File: src/rtl/cpu_alu_seq.sv
// cpu_alu_seq: multi-cycle ALU sequencer on the shared 8-bit register-file bus.
// Reads one or two source registers, computes an 8-bit result with {N,C,Z}
// flags and writes the result back to a destination register.
// Optional feature macro: CPU_ALU_SHIFT_EN enables SHL/SHR. When it is not
// defined, opcodes 110/111 are illegal and no shift logic is built.
module cpu_alu_seq (
  input  logic       clk,
  input  logic       rst,
  input  logic       start,
  input  logic [2:0] op,
  input  logic [2:0] ra,
  input  logic [2:0] rb,
  input  logic [2:0] rd,
  output logic       busy,
  output logic       done,
  output logic       err,
  output logic [2:0] flags,
  output logic [2:0] reg_sel,
  output logic       reg_oe,
  output logic       reg_we,
  input  logic [7:0] bus_in,
  output logic [7:0] bus_out,
  output logic       bus_oe
);

  localparam logic [2:0] S_IDLE = 3'd0;
  localparam logic [2:0] S_RD_A = 3'd1;
  localparam logic [2:0] S_RD_B = 3'd2;
  localparam logic [2:0] S_EXEC = 3'd3;
  localparam logic [2:0] S_WB   = 3'd4;
  localparam logic [2:0] S_FIN  = 3'd5;

  localparam logic [2:0] OP_ADD = 3'b000;
  localparam logic [2:0] OP_SUB = 3'b001;
  localparam logic [2:0] OP_AND = 3'b010;
  localparam logic [2:0] OP_OR  = 3'b011;
  localparam logic [2:0] OP_XOR = 3'b100;
  localparam logic [2:0] OP_NOT = 3'b101;
  localparam logic [2:0] OP_SHL = 3'b110;
  localparam logic [2:0] OP_SHR = 3'b111;

  logic [2:0] state_q, state_d;
  logic [2:0] op_q, op_d;
  logic [2:0] ra_q, ra_d;
  logic [2:0] rb_q, rb_d;
  logic [2:0] rd_q, rd_d;
  logic [7:0] a_q, a_d;
  logic [7:0] b_q, b_d;
  logic [7:0] r_q, r_d;
  logic [2:0] flags_q, flags_d;
  logic       err_q, err_d;

  logic       op_legal;
  logic       op_unary;
  logic [7:0] alu_res;
  logic       alu_c;

  // Opcode classification: legality of the incoming op, arity of the latched op
  always_comb begin
`ifdef CPU_ALU_SHIFT_EN
    op_legal = 1'b1;
    op_unary = (op_q == OP_NOT) || (op_q == OP_SHL) || (op_q == OP_SHR);
`else
    op_legal = (op != OP_SHL) && (op != OP_SHR);
    op_unary = (op_q == OP_NOT);
`endif
  end

  // ALU: result and carry/borrow from latched operands
  always_comb begin
    alu_res = '0;
    alu_c   = 1'b0;
    case (op_q)
      OP_ADD: {alu_c, alu_res} = {1'b0, a_q} + {1'b0, b_q};
      OP_SUB: begin
        alu_res = a_q - b_q;
        alu_c   = (a_q < b_q);
      end
      OP_AND: alu_res = a_q & b_q;
      OP_OR:  alu_res = a_q | b_q;
      OP_XOR: alu_res = a_q ^ b_q;
      OP_NOT: alu_res = ~a_q;
`ifdef CPU_ALU_SHIFT_EN
      OP_SHL: begin
        alu_res = {a_q[6:0], 1'b0};
        alu_c   = a_q[7];
      end
      OP_SHR: begin
        alu_res = {1'b0, a_q[7:1]};
        alu_c   = a_q[0];
      end
`endif
      default: begin
        alu_res = '0;
        alu_c   = 1'b0;
      end
    endcase
  end

  // Sequencer next-state and datapath capture
  always_comb begin
    state_d = state_q;
    op_d    = op_q;
    ra_d    = ra_q;
    rb_d    = rb_q;
    rd_d    = rd_q;
    a_d     = a_q;
    b_d     = b_q;
    r_d     = r_q;
    flags_d = flags_q;
    err_d   = err_q;
    case (state_q)
      S_IDLE: begin
        if (start) begin
          op_d    = op;
          ra_d    = ra;
          rb_d    = rb;
          rd_d    = rd;
          err_d   = ~op_legal;
          state_d = op_legal ? S_RD_A : S_FIN;
        end
      end
      S_RD_A: begin
        a_d     = bus_in;
        state_d = op_unary ? S_EXEC : S_RD_B;
      end
      S_RD_B: begin
        b_d     = bus_in;
        state_d = S_EXEC;
      end
      S_EXEC: begin
        r_d     = alu_res;
        flags_d = {alu_res[7], alu_c, (alu_res == 8'h00)};
        state_d = S_WB;
      end
      S_WB:  state_d = S_FIN;
      S_FIN: begin
        err_d   = 1'b0;
        state_d = S_IDLE;
      end
      default: state_d = S_IDLE;
    endcase
  end

  // State and datapath registers with synchronous reset
  always_ff @(posedge clk) begin
    if (rst) begin
      state_q <= S_IDLE;
      op_q    <= '0;
      ra_q    <= '0;
      rb_q    <= '0;
      rd_q    <= '0;
      a_q     <= '0;
      b_q     <= '0;
      r_q     <= '0;
      flags_q <= '0;
      err_q   <= 1'b0;
    end else begin
      state_q <= state_d;
      op_q    <= op_d;
      ra_q    <= ra_d;
      rb_q    <= rb_d;
      rd_q    <= rd_d;
      a_q     <= a_d;
      b_q     <= b_d;
      r_q     <= r_d;
      flags_q <= flags_d;
      err_q   <= err_d;
    end
  end

  // Control outputs decoded from state; held at zero while rst is high so a
  // reset landing on WB suppresses the write in that same cycle
  always_comb begin
    busy    = 1'b0;
    done    = 1'b0;
    err     = 1'b0;
    reg_sel = '0;
    reg_oe  = 1'b0;
    reg_we  = 1'b0;
    bus_out = '0;
    bus_oe  = 1'b0;
    if (!rst) begin
      case (state_q)
        S_RD_A: begin
          busy    = 1'b1;
          reg_sel = ra_q;
          reg_oe  = 1'b1;
        end
        S_RD_B: begin
          busy    = 1'b1;
          reg_sel = rb_q;
          reg_oe  = 1'b1;
        end
        S_EXEC: busy = 1'b1;
        S_WB: begin
          busy    = 1'b1;
          reg_sel = rd_q;
          bus_oe  = 1'b1;
          bus_out = r_q;
          reg_we  = 1'b1;
        end
        S_FIN: begin
          done = 1'b1;
          err  = err_q;
        end
        default: ;
      endcase
    end
  end

  assign flags = flags_q;

endmodule

File: config.mk
export PLATFORM = sky130hd
export DESIGN_NAME = cpu_alu_seq
export DESIGN_NICKNAME = d
export VERILOG_FILES = /design/src/rtl/cpu_alu_seq.sv
export SDC_FILE = /design/constraint.sdc
export NUM_CORES = 1
export LEC_CHECK = 0
export BUFFER_PORTS_ARGS = -buffer_cell sky130_fd_sc_hd__buf_4
export CORE_MARGIN = 2
export CORE_UTILIZATION = 45
export CTS_BUF_LIST = sky130_fd_sc_hd__clkbuf_8
export DETAILED_ROUTE_END_ITERATION = 10
export PLACE_DENSITY = 0.64
export SLEW_MARGIN = 20
export SYNTH_ARGS = -nofsm -noshare
export SYNTH_HDL_FRONTEND = slang
export SYNTH_SLANG_ARGS = --single-unit
File: constraint.sdc
create_clock -name clk -period 4.09 [get_ports clk]
set_input_delay 0.2045 -clock clk [delete_from_list [all_inputs] [get_ports clk]]
set_output_delay 0.2045 -clock clk [all_outputs]
set_load 0.1 [all_outputs]
==> out/metrics.csv, run 1 <==
stage,metric,value,unit
run_status,status,completed,
timing,rsz0062_at_grt,false,
timing,setup_violations,0,
global_routing,grt_overflow,0,
finish,nets,453,
timing,fin_crit_sh,0.598,
finish,diodes,0,
synthesis,synth.most_common_cell,nand2_1,
timing,period_needed,2.45,ns
floorplan,ios,43,
detailed_routing,drt-initial-drc-count,109,
placement,dpl.hpwl,5210,um
timing,fin_tns_setup,0,ns
placement,gp_congestion,0.966,
synthesis,yosysWarnings,0,
finish,syn_to_final_growth,12.6,%
clock_tree,clockBufferDepth,2,
critical_path,start_kind,flip-flop,
floorplan,coreArea,6310,um^2
critical_path,slowest_stage,fa_1,
synthesis,synth_top_cells_by_area,"dfxtp_1, ha_1, nand2_1, a21oi_1, nor2_1",
detailed_routing,drc,0,
finish,fillers,644,
critical_path,path_class,flip-flop to flip-flop,
critical_path,crit_buf_inv,1,
critical_path,crit_start,a_q[0],
job,maxCapViolations,0,
critical_path,worst_setup_path_end_kind,flip-flop,
placement,dpl_cell_area,3210,um^2
clock_tree,cts_sinks,42,
finish,multiInputGateArea,1850,um^2
global_routing,grt_pass1_vias,2567,
clock_tree,cts_setup_buffers,0,
clock_tree,cts.clk_slew.worst_paths,0.09,ns
floorplan,initial_utilization,0.463,
global_routing,track_usage,0.211,
finish,seq_area,841,um^2
detailed_routing,wl_per_cell,15.0,um
detailed_routing,ant_nets,0,
synthesis,yosys.area.top_type,dfxtp_1,
synthesis,syn-num-nets,427,
detailed_routing,drtPass1Iterations,5,
timing,skew,0.00573,ns
synthesis,yosysSeqAreaShare,0.287,
synthesis,synth.cell_area,2930,um^2
critical_path,critPathTopFamily,compound AO/OA/AOI/OAI gates,
finish,drive_above_1_share,0.165,
critical_path,required,4.33,ns
power_and_ir_drop,irDropWorstVdd,180,uV
power_and_ir_drop,p_leak,1.31,nW
clock_tree,cts_hold_buf,0,
floorplan,fp.dieArea,7160,um^2
detailed_routing,vias,2699,
detailed_routing,wl,7230,um
clock_tree,htree_levels,2,
critical_path,cpPeakStageDelay,0.41,ns
global_routing,grt_max_degree,51,
synthesis,avgSynthCellArea,7.74,um^2
clock_tree,cts-root-buf,clkbuf_8,
synthesis,synthDistinctLibCells,60,
timing,slew_headroom,0.300,
global_routing,grt_pass1_wl,12200,um
floorplan,fp.dieH,84.6,um
hold_path,hold_path_class,primary input to flip-flop,
clock_tree,cts_buffers,5,
critical_path,crit_path_cell_trace,ha_1 -> inv_1 -> fa_1 -> o31ai_2 -> mux2_4 -> a221oi_2 -> nand4_1 -> nor2_1 -> a31o_1,
clock_tree,clock_latency,0.29,ns
floorplan,fp.dieW,84.6,um
placement,placed_cells,474,
synthesis,synthArstFlopShare,0,
synthesis,synth_edf_count,0,
synthesis,ys_ff_latch,42,
timing,max_freq,0.409,GHz
floorplan,fp-row-count,29,
timing,tightest_slew,1.05,ns
timing,finalHoldViolCount,0,
critical_path,r2r_start,a_q[0],
critical_path,path_max_fanout,4,
critical_path,arrival,2.69,ns
synthesis,syn_inst,378,
synthesis,synth_top_area_share,0.287,
hold_path,hp-start,rb[0],
finish,fin_cells,482,
global_routing,antenna_found_initial,0,
clock_tree,cts_tree,done,
clock_tree,cts_resized,0,
placement,port_buffers,42,
synthesis,synthTopCellsByCount,"nand2_1, dfxtp_1, nor2_1",
synthesis,ys_dominant_reg_cell,dfxtp_1,
power_and_ir_drop,power_density,351,nW/um^2
timing,maxSlewViolCount,0,
timing,hold_slack,0.147,ns
finish,fin_area,3290,um^2
detailed_routing,routed_via_density,5.60,
==> path summary, 6_finish.rpt <==
path | end | slack, ns | cells after the start
setup reg to reg | flags[0] | 1.64 | 9
setup / recovery | flags[0] | 1.64 | 9
hold reg to reg | rb_q[1] | 0.46 | 2
hold / removal | rb_q[0] | 0.15 | 3
==> logic make-up after synthesis <==
logic type               Yosys count  synth area share
buffers and inverters             50            0.0804
adder cells (fa/ha/maj)           26             0.116
XOR/XNOR                           5            0.0150
multiplexers                      13            0.0462
AND/OR/NAND/NOR                  144             0.228
flip-flops                        42             0.287
AO/OA/AOI/OAI                     98             0.226
==> state kept, by name, summed over array words and instances (netlist names) <==
register	count
a_q	8
b_q	8
err_q	1
flags	2
op_q	3
r_q	8
ra_q	3
rb_q	3
rd_q	3
state_q	3
==> metal layers <==
layer,track usage,wire length [um]
met5,0,0
met4,0.0909,191
met3,0.0423,272
met2,0.346,3500
met1,0.268,3260
==> layout make-up <==
cell class | instances | area share
clock inverters | 3 | 0.00532
clock buffers | 5 | 0.0209
multi-input cells | 286 | 0.562
well taps | 77 | 0.0293
flip-flops and latches | 42 | 0.255
repair buffers | 43 | 0.0980
inverters | 26 | 0.0296
==> cell usage in the layout, fill, tap and decap left out, types with 5 or more instances in the layout <==
cell type	instances
clkbuf_8	5
nor3_1	6
a31oi_1	5
mux2i_1	12
a22oi_1	5
dfxtp_1	42
a21oi_1	39
nor2b_1	12
inv_1	23
ha_1	24
nand2_1	53
nor2_1	41
buf_4	43
and2_1	11
a211oi_1	7
==> tightest hold or removal path, stage by stage <==
cell and delay [ns]:
buf_4 0.10, nand2_1 0.04, a21oi_1 0.05
==> power by group <==
part | switching [mW] | internal (mW) | leakage, nW | total, mW
Clock | 0.151 | 0.118 | 0.0493 | 0.269
Sequential | 0.0459 | 0.441 | 0.342 | 0.487
Combinational | 0.251 | 0.149 | 0.915 | 0.400
Total | 0.448 | 0.707 | 1.31 | 1.16
==> metrics by stage <==
stage / total power, mW / setup slack [ns] / utilization
floorplan: 0.802 / 0.771 / -
global placement: 0.892 / 1.71 / 0.508
detailed placement: 0.893 / 1.67 / 0.508
CTS: 1.17 / 1.64 / 0.522
global route: 1.23 / 1.37 / 0.522
finish: 1.16 / 1.64 / 0.522
No activity file was read; power rests on OpenSTA's default activity.
==> run 2, diff against run 1 <==
Clock period 4.09 ns to 2.4 ns, I/O delays scaled along.
==> run 2 against run 1 <==
  * Design area rose by 5.4%
  * Highest routed layer unchanged
  * Combinational power grew 90%
  * Power is 85% higher
  * Critical path type unchanged
  * Die area stayed put
  * Count of clock-buffer cells in the layout is the same
  * Via count grew 0.96%
  * Sequential share of layout area shrank 1.2 points
  * Clock skew hardly changed
  * Final cell count is 2.1% higher
  * Sequential power rose by 66%
==> out/metrics.csv, run 2 (synthesis gave the netlist of run 1 again) <==
stage,metric,value,unit,change
finish,top_regs,"a_q (8), b_q (8), r_q (8)",,
placement,port_buffers,42,,unchanged
critical_path,cpPeakStageDelay,0.41,ns,about the same
critical_path,path_class,flip-flop to flip-flop,,
clock_tree,clockBufferDepth,2,,unchanged
finish,nets,463,,+2.2%
critical_path,arrival,2.54,ns,-0.15 ns
floorplan,fp.dieH,84.6,um,unchanged
global_routing,grt_pass1_vias,2484,,-3.2%
detailed_routing,routed.top_layer,met4,,
finish,final_cell_mix,"nand2_1, buf_4, dfxtp_1, nor2_1, a21oi_1",,
global_routing,grt_max_degree,51,,unchanged
floorplan,fp.dieArea,7160,um^2,unchanged
timing,skew,0.00603,ns,+0.000303 ns
finish,diodes,0,,unchanged
critical_path,worst_setup_path_end_kind,flip-flop,,
detailed_routing,wl,7240,um,+0.11%
critical_path,start_kind,flip-flop,,
floorplan,fp-row-count,29,,unchanged
critical_path,reg2reg_depth,10,,+1
timing,rsz0062_at_grt,true,,
timing,max_freq,0.435,GHz,+6.5%
critical_path,path_max_fanout,4,,unchanged
global_routing,antenna_found_initial,0,,unchanged
detailed_routing,wl_met3,279,um,+2.6%
job,maxCapViolations,0,,unchanged
detailed_routing,wl_per_cell,14.7,um,-1.9%
timing,period_needed,2.30,ns,-0.148 ns
critical_path,r2r_end,flags[0],,
detailed_routing,drc,0,,unchanged
placement,gp_congestion,0.877,,-9.2%
floorplan,initial_utilization,0.463,,unchanged
global_routing,grt_overflow,0,,unchanged
global_routing,track_usage,0.203,,-0.00768
power_and_ir_drop,p_leak,1.38,nW,+5.3%
finish,drive_above_1_share,0.217,,+0.0514
timing,setup_ws,0.103,ns,-1.54 ns
floorplan,fp.dieW,84.6,um,unchanged
hold_path,hold_path_class,primary input to flip-flop,,
clock_tree,cts_buffers,5,,unchanged
clock_tree,clock_latency,0.29,ns,about the same
detailed_routing,routed_via_density,5.54,,-1.1%
clock_tree,cts.clk_slew.worst_paths,0.09,ns,about the same
timing,fin_crit_sh,0.957,,+0.359
clock_tree,cts-root-buf,clkbuf_8,,
timing,finalHoldViolCount,0,,unchanged
clock_tree,htree_levels,2,,unchanged
run_status,status,completed,,
critical_path,r2r_slack,0.10,ns,-1.54 ns
hold_path,holdPathEnd,rb_q[2],,
floorplan,ios,43,,unchanged
critical_path,slowest_stage,a221o_1,,
timing,tightest_slew,0.705,ns,-0.344 ns
clock_tree,cts_setup_buffers,0,,unchanged
global_routing,grt_pass1_wl,11900,um,-2.3%
detailed_routing,drtPass1Iterations,5,,unchanged
critical_path,crit_top_cell,inv_1,,
finish,fin_util,0.550,,+0.0283
timing,slew_headroom,0.530,,+0.230
timing,maxSlewViolCount,0,,unchanged
critical_path,r2r_start,a_q[0],,
timing,setup_violations,0,,unchanged
power_and_ir_drop,power_density,615,nW/um^2,+75%
hold_path,hp-start,rb[2],,
detailed_routing,ant_nets,0,,unchanged
timing,fin_tns_setup,0,ns,unchanged
critical_path,crit_path_cell_trace,inv_1 -> ha_1 -> inv_1 -> fa_2 -> a221o_1 -> xnor2_2 -> a221oi_4 -> nand4_1 -> nor2_1 -> a31o_1,,
placement,dp_slack,0.00224,ns,-1.67 ns
clock_tree,cts_sinks,42,,unchanged
power_and_ir_drop,irDropWorstVdd,316,uV,+76%
hold_path,min_path_cells,3,,unchanged
clock_tree,cts_tree,done,,
finish,syn_to_final_growth,18.7,%,
critical_path,required,2.64,ns,-1.69 ns
detailed_routing,vias,2725,,+0.96%
placement,dpl.hpwl,5320,um,+2.1%
detailed_routing,wl_met1,3370,um,+3.2%
floorplan,coreArea,6310,um^2,unchanged
detailed_routing,drt-initial-drc-count,100,,-8.3%
detailed_routing,wl_met2,3530,um,+0.91%
run 2: changes by cell type in the layout (fill, tap and decap cells not counted), sizes merged:
cell	delta
clkinv	-2
buf	+10
bufinv	+1
clkinvlp	+1
run 2: critical path, delay by kind of cell (launching register included):
family / cells / cell delay (ns)
XOR/XNOR: 1 / 0.18
buffers and inverters: 2 / 0.14
flip-flops: 1 / 0.35
adder cells (fa/ha/maj): 2 / 0.52
AND/OR/NAND/NOR: 2 / 0.22
AO/OA/AOI/OAI: 3 / 0.83
run 2: timing repair:
item	4_1_cts	5_1_grt
hold buffers	0	0
gates cloned	0	0
pin swaps	0	4
resized for setup	1	10
endpoints found under the setup margin	1	3
run 2: worst max path at each step:
stage	from	end	slack [ns]	cells after the start
finish	a_q[0]	flags[0]	0.10	10
global route	a_q[0]	flags[1]	-0.004	10
CTS	b_q[0]	flags[0]	0.007	9
detailed placement	b_q[0]	flags[0]	0.002	9
global placement	a_q[0]	flags[0]	0.06	9
floorplan	state_q[0]	reg_sel[0]	0.03	5
run 2: metal layers:
metal  global-route usage  up-vias
met5                    0        -
met4               0.0462        0
met3               0.0344        5
met2                0.338       67
met1                0.276     1272
li1                     -     1381
run 2: per-stage QoR:
stage	total power, mW	hold WS (ns)	instances	cell area (um^2)
4_1_cts	2.12	0.0566	492	3430
3_5_place_dp	1.56	0.373	484	3310
2_1_floorplan	1.37	0.256	378	2950
5_1_grt	2.26	0.0617	492	3470
3_3_place_gp	1.55	0.362	484	3310
6_report	2.13	0.0594	492	3470
run 2: power by group:
part           total, mW  switching (mW)  leakage, nW  internal [mW]
clock network      0.563           0.257       0.0556          0.306
logic              0.762           0.472        0.976          0.290
registers          0.808          0.0569        0.343          0.752
run 2: final cells by class:
type / count / area [um^2]
well taps: 77 / 96.3
flip-flops and latches: 42 / 843
clock inverters: 3 / 41.3
fillers: 653 / 2840
inverters: 26 / 97.6
multi-input cells: 286 / 1930
clock buffers: 5 / 68.8
repair buffers: 53 / 398
==> run 3, diff against run 2 <==
Settings changed: ABC_AREA from default to 1.
==> run 3 against run 2 <==
  * Critical endpoint unchanged
  * Via count is 9.0% higher
  * Power is 38% higher
  * Largest power group is now combinational logic
  * Global-route usage is 2.4 points higher
  * Clock skew is 0.0045 ns higher
  * Worst hold slack better by 0.029 ns
  * Flip-flop and latch count stayed put
==> out/metrics.csv, run 3 <==
stage,metric,value,unit,change
run_status,status,completed,,
clock_tree,cts_resized,0,,-1
power_and_ir_drop,irDropWorstVdd,418,uV,+32%
clock_tree,cts_setup_buffers,0,,unchanged
timing,rsz0062_at_grt,false,,
synthesis,syn_inst,446,,+18%
job,maxCapViolations,0,,unchanged
synthesis,yosys.area_share.xor_xnor,0.00300,,-0.0120
detailed_routing,wl_met2,3690,um,+4.6%
synthesis,ys_ff_latch,42,,unchanged
clock_tree,cts_sinks,42,,unchanged
finish,nets,527,,+14%
critical_path,path_class,flip-flop to flip-flop,,
power_and_ir_drop,power_density,858,nW/um^2,+40%
floorplan,coreArea,6310,um^2,unchanged
synthesis,yosys.area_share.adder,0.117,,+0.000299
critical_path,path_max_fanout,4,,unchanged
floorplan,ios,43,,unchanged
timing,tightest_slew,0.645,ns,-0.0601 ns
synthesis,synthTopCellsByCount,"nand2_1, inv_1, nand3_1",,
critical_path,start_kind,flip-flop,,
detailed_routing,vias,2970,,+9.0%
finish,drive_above_1_share,0.161,,-0.0561
timing,fin_tns_setup,0,ns,unchanged
detailed_routing,drc,0,,unchanged
power_and_ir_drop,finalPower,2.95,mW,+38%
clock_tree,clockBufferDepth,2,,unchanged
floorplan,fp.dieH,84.5,um,-0.12%
floorplan,fp.dieArea,7140,um^2,-0.24%
finish,final_common_cell,nand2_1,,
detailed_routing,drt-initial-drc-count,160,,+60%
floorplan,initial_utilization,0.462,,-0.00119
placement,gp_congestion,0.929,,+6.0%
finish,seq_area,841,um^2,-0.30%
synthesis,synth.most_common_cell,nand2_1,,
synthesis,avgSynthCellArea,6.54,um^2,-15%
clock_tree,cts_hold_buf,0,,unchanged
critical_path,worst_setup_path_end_kind,flip-flop,,
finish,fillers,669,,+2.5%
synthesis,yosys.area_share.simple,0.274,,+0.0456
timing,fin_crit_sh,0.874,,-0.0826
clock_tree,cts_buffers,5,,unchanged
clock_tree,cts.clk_slew.worst_paths,0.09,ns,about the same
timing,finalHoldViolCount,0,,unchanged
critical_path,arrival,2.34,ns,-0.20 ns
detailed_routing,wl_met3,260,um,-6.8%
detailed_routing,routed.top_layer,met4,,
synthesis,synth.cell_area,2920,um^2,-0.26%
detailed_routing,routed_via_density,5.34,,-3.6%
finish,diodes,0,,unchanged
critical_path,required,2.64,ns,about the same
finish,final_cell_mix,"nand2_1, inv_1, nand3_1, buf_4, a21oi_1",,
synthesis,synthArstFlopShare,0,,unchanged
detailed_routing,ant_nets,0,,unchanged
clock_tree,cts_tree,done,,
synthesis,synth_top_area_share,0.288,,+0.000740
power_and_ir_drop,p_leak,1.55,nW,+13%
detailed_routing,wl,7690,um,+6.3%
detailed_routing,wl_per_cell,13.8,um,-5.9%
finish,multiInputGateArea,1760,um^2,-8.4%
synthesis,synthDistinctLibCells,30,,-50%
clock_tree,cts-root-buf,clkbuf_8,,
global_routing,antenna_found_initial,0,,unchanged
floorplan,fp.dieW,84.5,um,-0.12%
synthesis,yosysWarnings,0,,unchanged
critical_path,r2r_slack,0.30,ns,+0.20 ns
global_routing,grt_overflow,0,,unchanged
global_routing,grt_pass1_vias,2812,,+13%
timing,period_needed,2.10,ns,-0.198 ns
placement,port_buffers,42,,unchanged
floorplan,fp-row-count,29,,unchanged
hold_path,hold_path_class,primary input to flip-flop,,
global_routing,grt_pass1_wl,13100,um,+9.6%
finish,syn_to_final_growth,17.7,%,
timing,setup_violations,0,,unchanged
timing,slew_headroom,0.570,,+0.0401
placement,dpl.hpwl,6010,um,+13%
synthesis,synth_top_family_by_area,simple AND/OR/NAND/NOR gates,,
global_routing,grt_max_degree,24,,-53%
timing,skew,0.0105,ns,+0.00448 ns
timing,max_freq,0.477,GHz,+9.5%
global_routing,track_usage,0.227,,+0.0240
detailed_routing,drtPass1Iterations,4,,-1
synthesis,ys_dominant_reg_cell,dfxtp_1,,
synthesis,yosysSeqAreaShare,0.288,,+0.000740
synthesis,yosys.area.top_type,dfxtp_1,,
clock_tree,clock_latency,0.31,ns,+0.02 ns
synthesis,synth_top_cells_by_area,"dfxtp_1, ha_1, nand2_1, inv_1, nand3_1",,
synthesis,syn-num-nets,495,,+16%
finish,top_regs,"a_q (8), b_q (8), r_q (8)",,
synthesis,synth_mux_area_frac,0,,-0.0462
synthesis,synth_compound_area_frac,0.190,,-0.0363
synthesis,synth_edf_count,0,,unchanged
timing,maxSlewViolCount,0,,unchanged
detailed_routing,wl_met1,3610,um,+7.2%
clock_tree,htree_levels,2,,unchanged
-- run 3: metrics by stage --
stage	utilization	hold slack [ns]	worst slack [ns]	instance area [um^2]	cells
floorplan	-	0.276	0.00134	2980	446
global placement	0.526	0.401	0.227	3320	548
detailed placement	0.526	0.406	0.245	3320	548
CTS	0.543	0.0882	0.197	3430	556
global route	0.544	0.0858	0.0455	3430	556
finish	0.544	0.0884	0.302	3430	556
-- run 3: path summary, 6_finish.rpt --
path           start       end  cells after the start
min reg2reg  rb_q[0]   rb_q[0]                      2
max reg2reg   a_q[1]  flags[0]                     11
max           a_q[1]  flags[0]                     11
min            rd[2]   rd_q[2]                      3
-- run 3: logic make-up (layout without fill, tap and decap cells) --
logic type	after synthesis	count (layout)
AO/OA/AOI/OAI	103	103
XOR/XNOR	1	1
AND/OR/NAND/NOR	180	180
buffers and inverters	94	127
adder cells (fa/ha/maj)	26	26
flip-flops	42	42
-- run 3: routing by layer --
layer  global-route usage  vias up
li1                     -     1513
met1                0.300     1379
met2                0.387       66
met3               0.0295       12
met4               0.0664        0
met5                    0        -
-- run 3: critical path, cell delays in order (launching register included) --
cell     delay [ns]
dfxtp_1        0.42
inv_1          0.13
fa_1           0.49
inv_1          0.10
nand2_1        0.05
nand2_1        0.10
nand3_1        0.07
nand3_1        0.09
nand3_1        0.16
nor3_2         0.21
nand3_1        0.09
a21oi_1        0.12
-- run 3: cell type report --
cell class                 count  share of cell area
clock buffer                   5              0.0200
multi-input combinational    310               0.514
inverter                      73              0.0798
tap                           77              0.0281
timing repair buffer          46               0.101
clock inverter                 3              0.0128
sequential                    42               0.245
-- run 3: where the power goes --
part           total, mW  switching (mW)  internal [mW]
logic               1.44           0.990          0.451
registers          0.913          0.0958          0.817
clock network      0.592           0.280          0.312
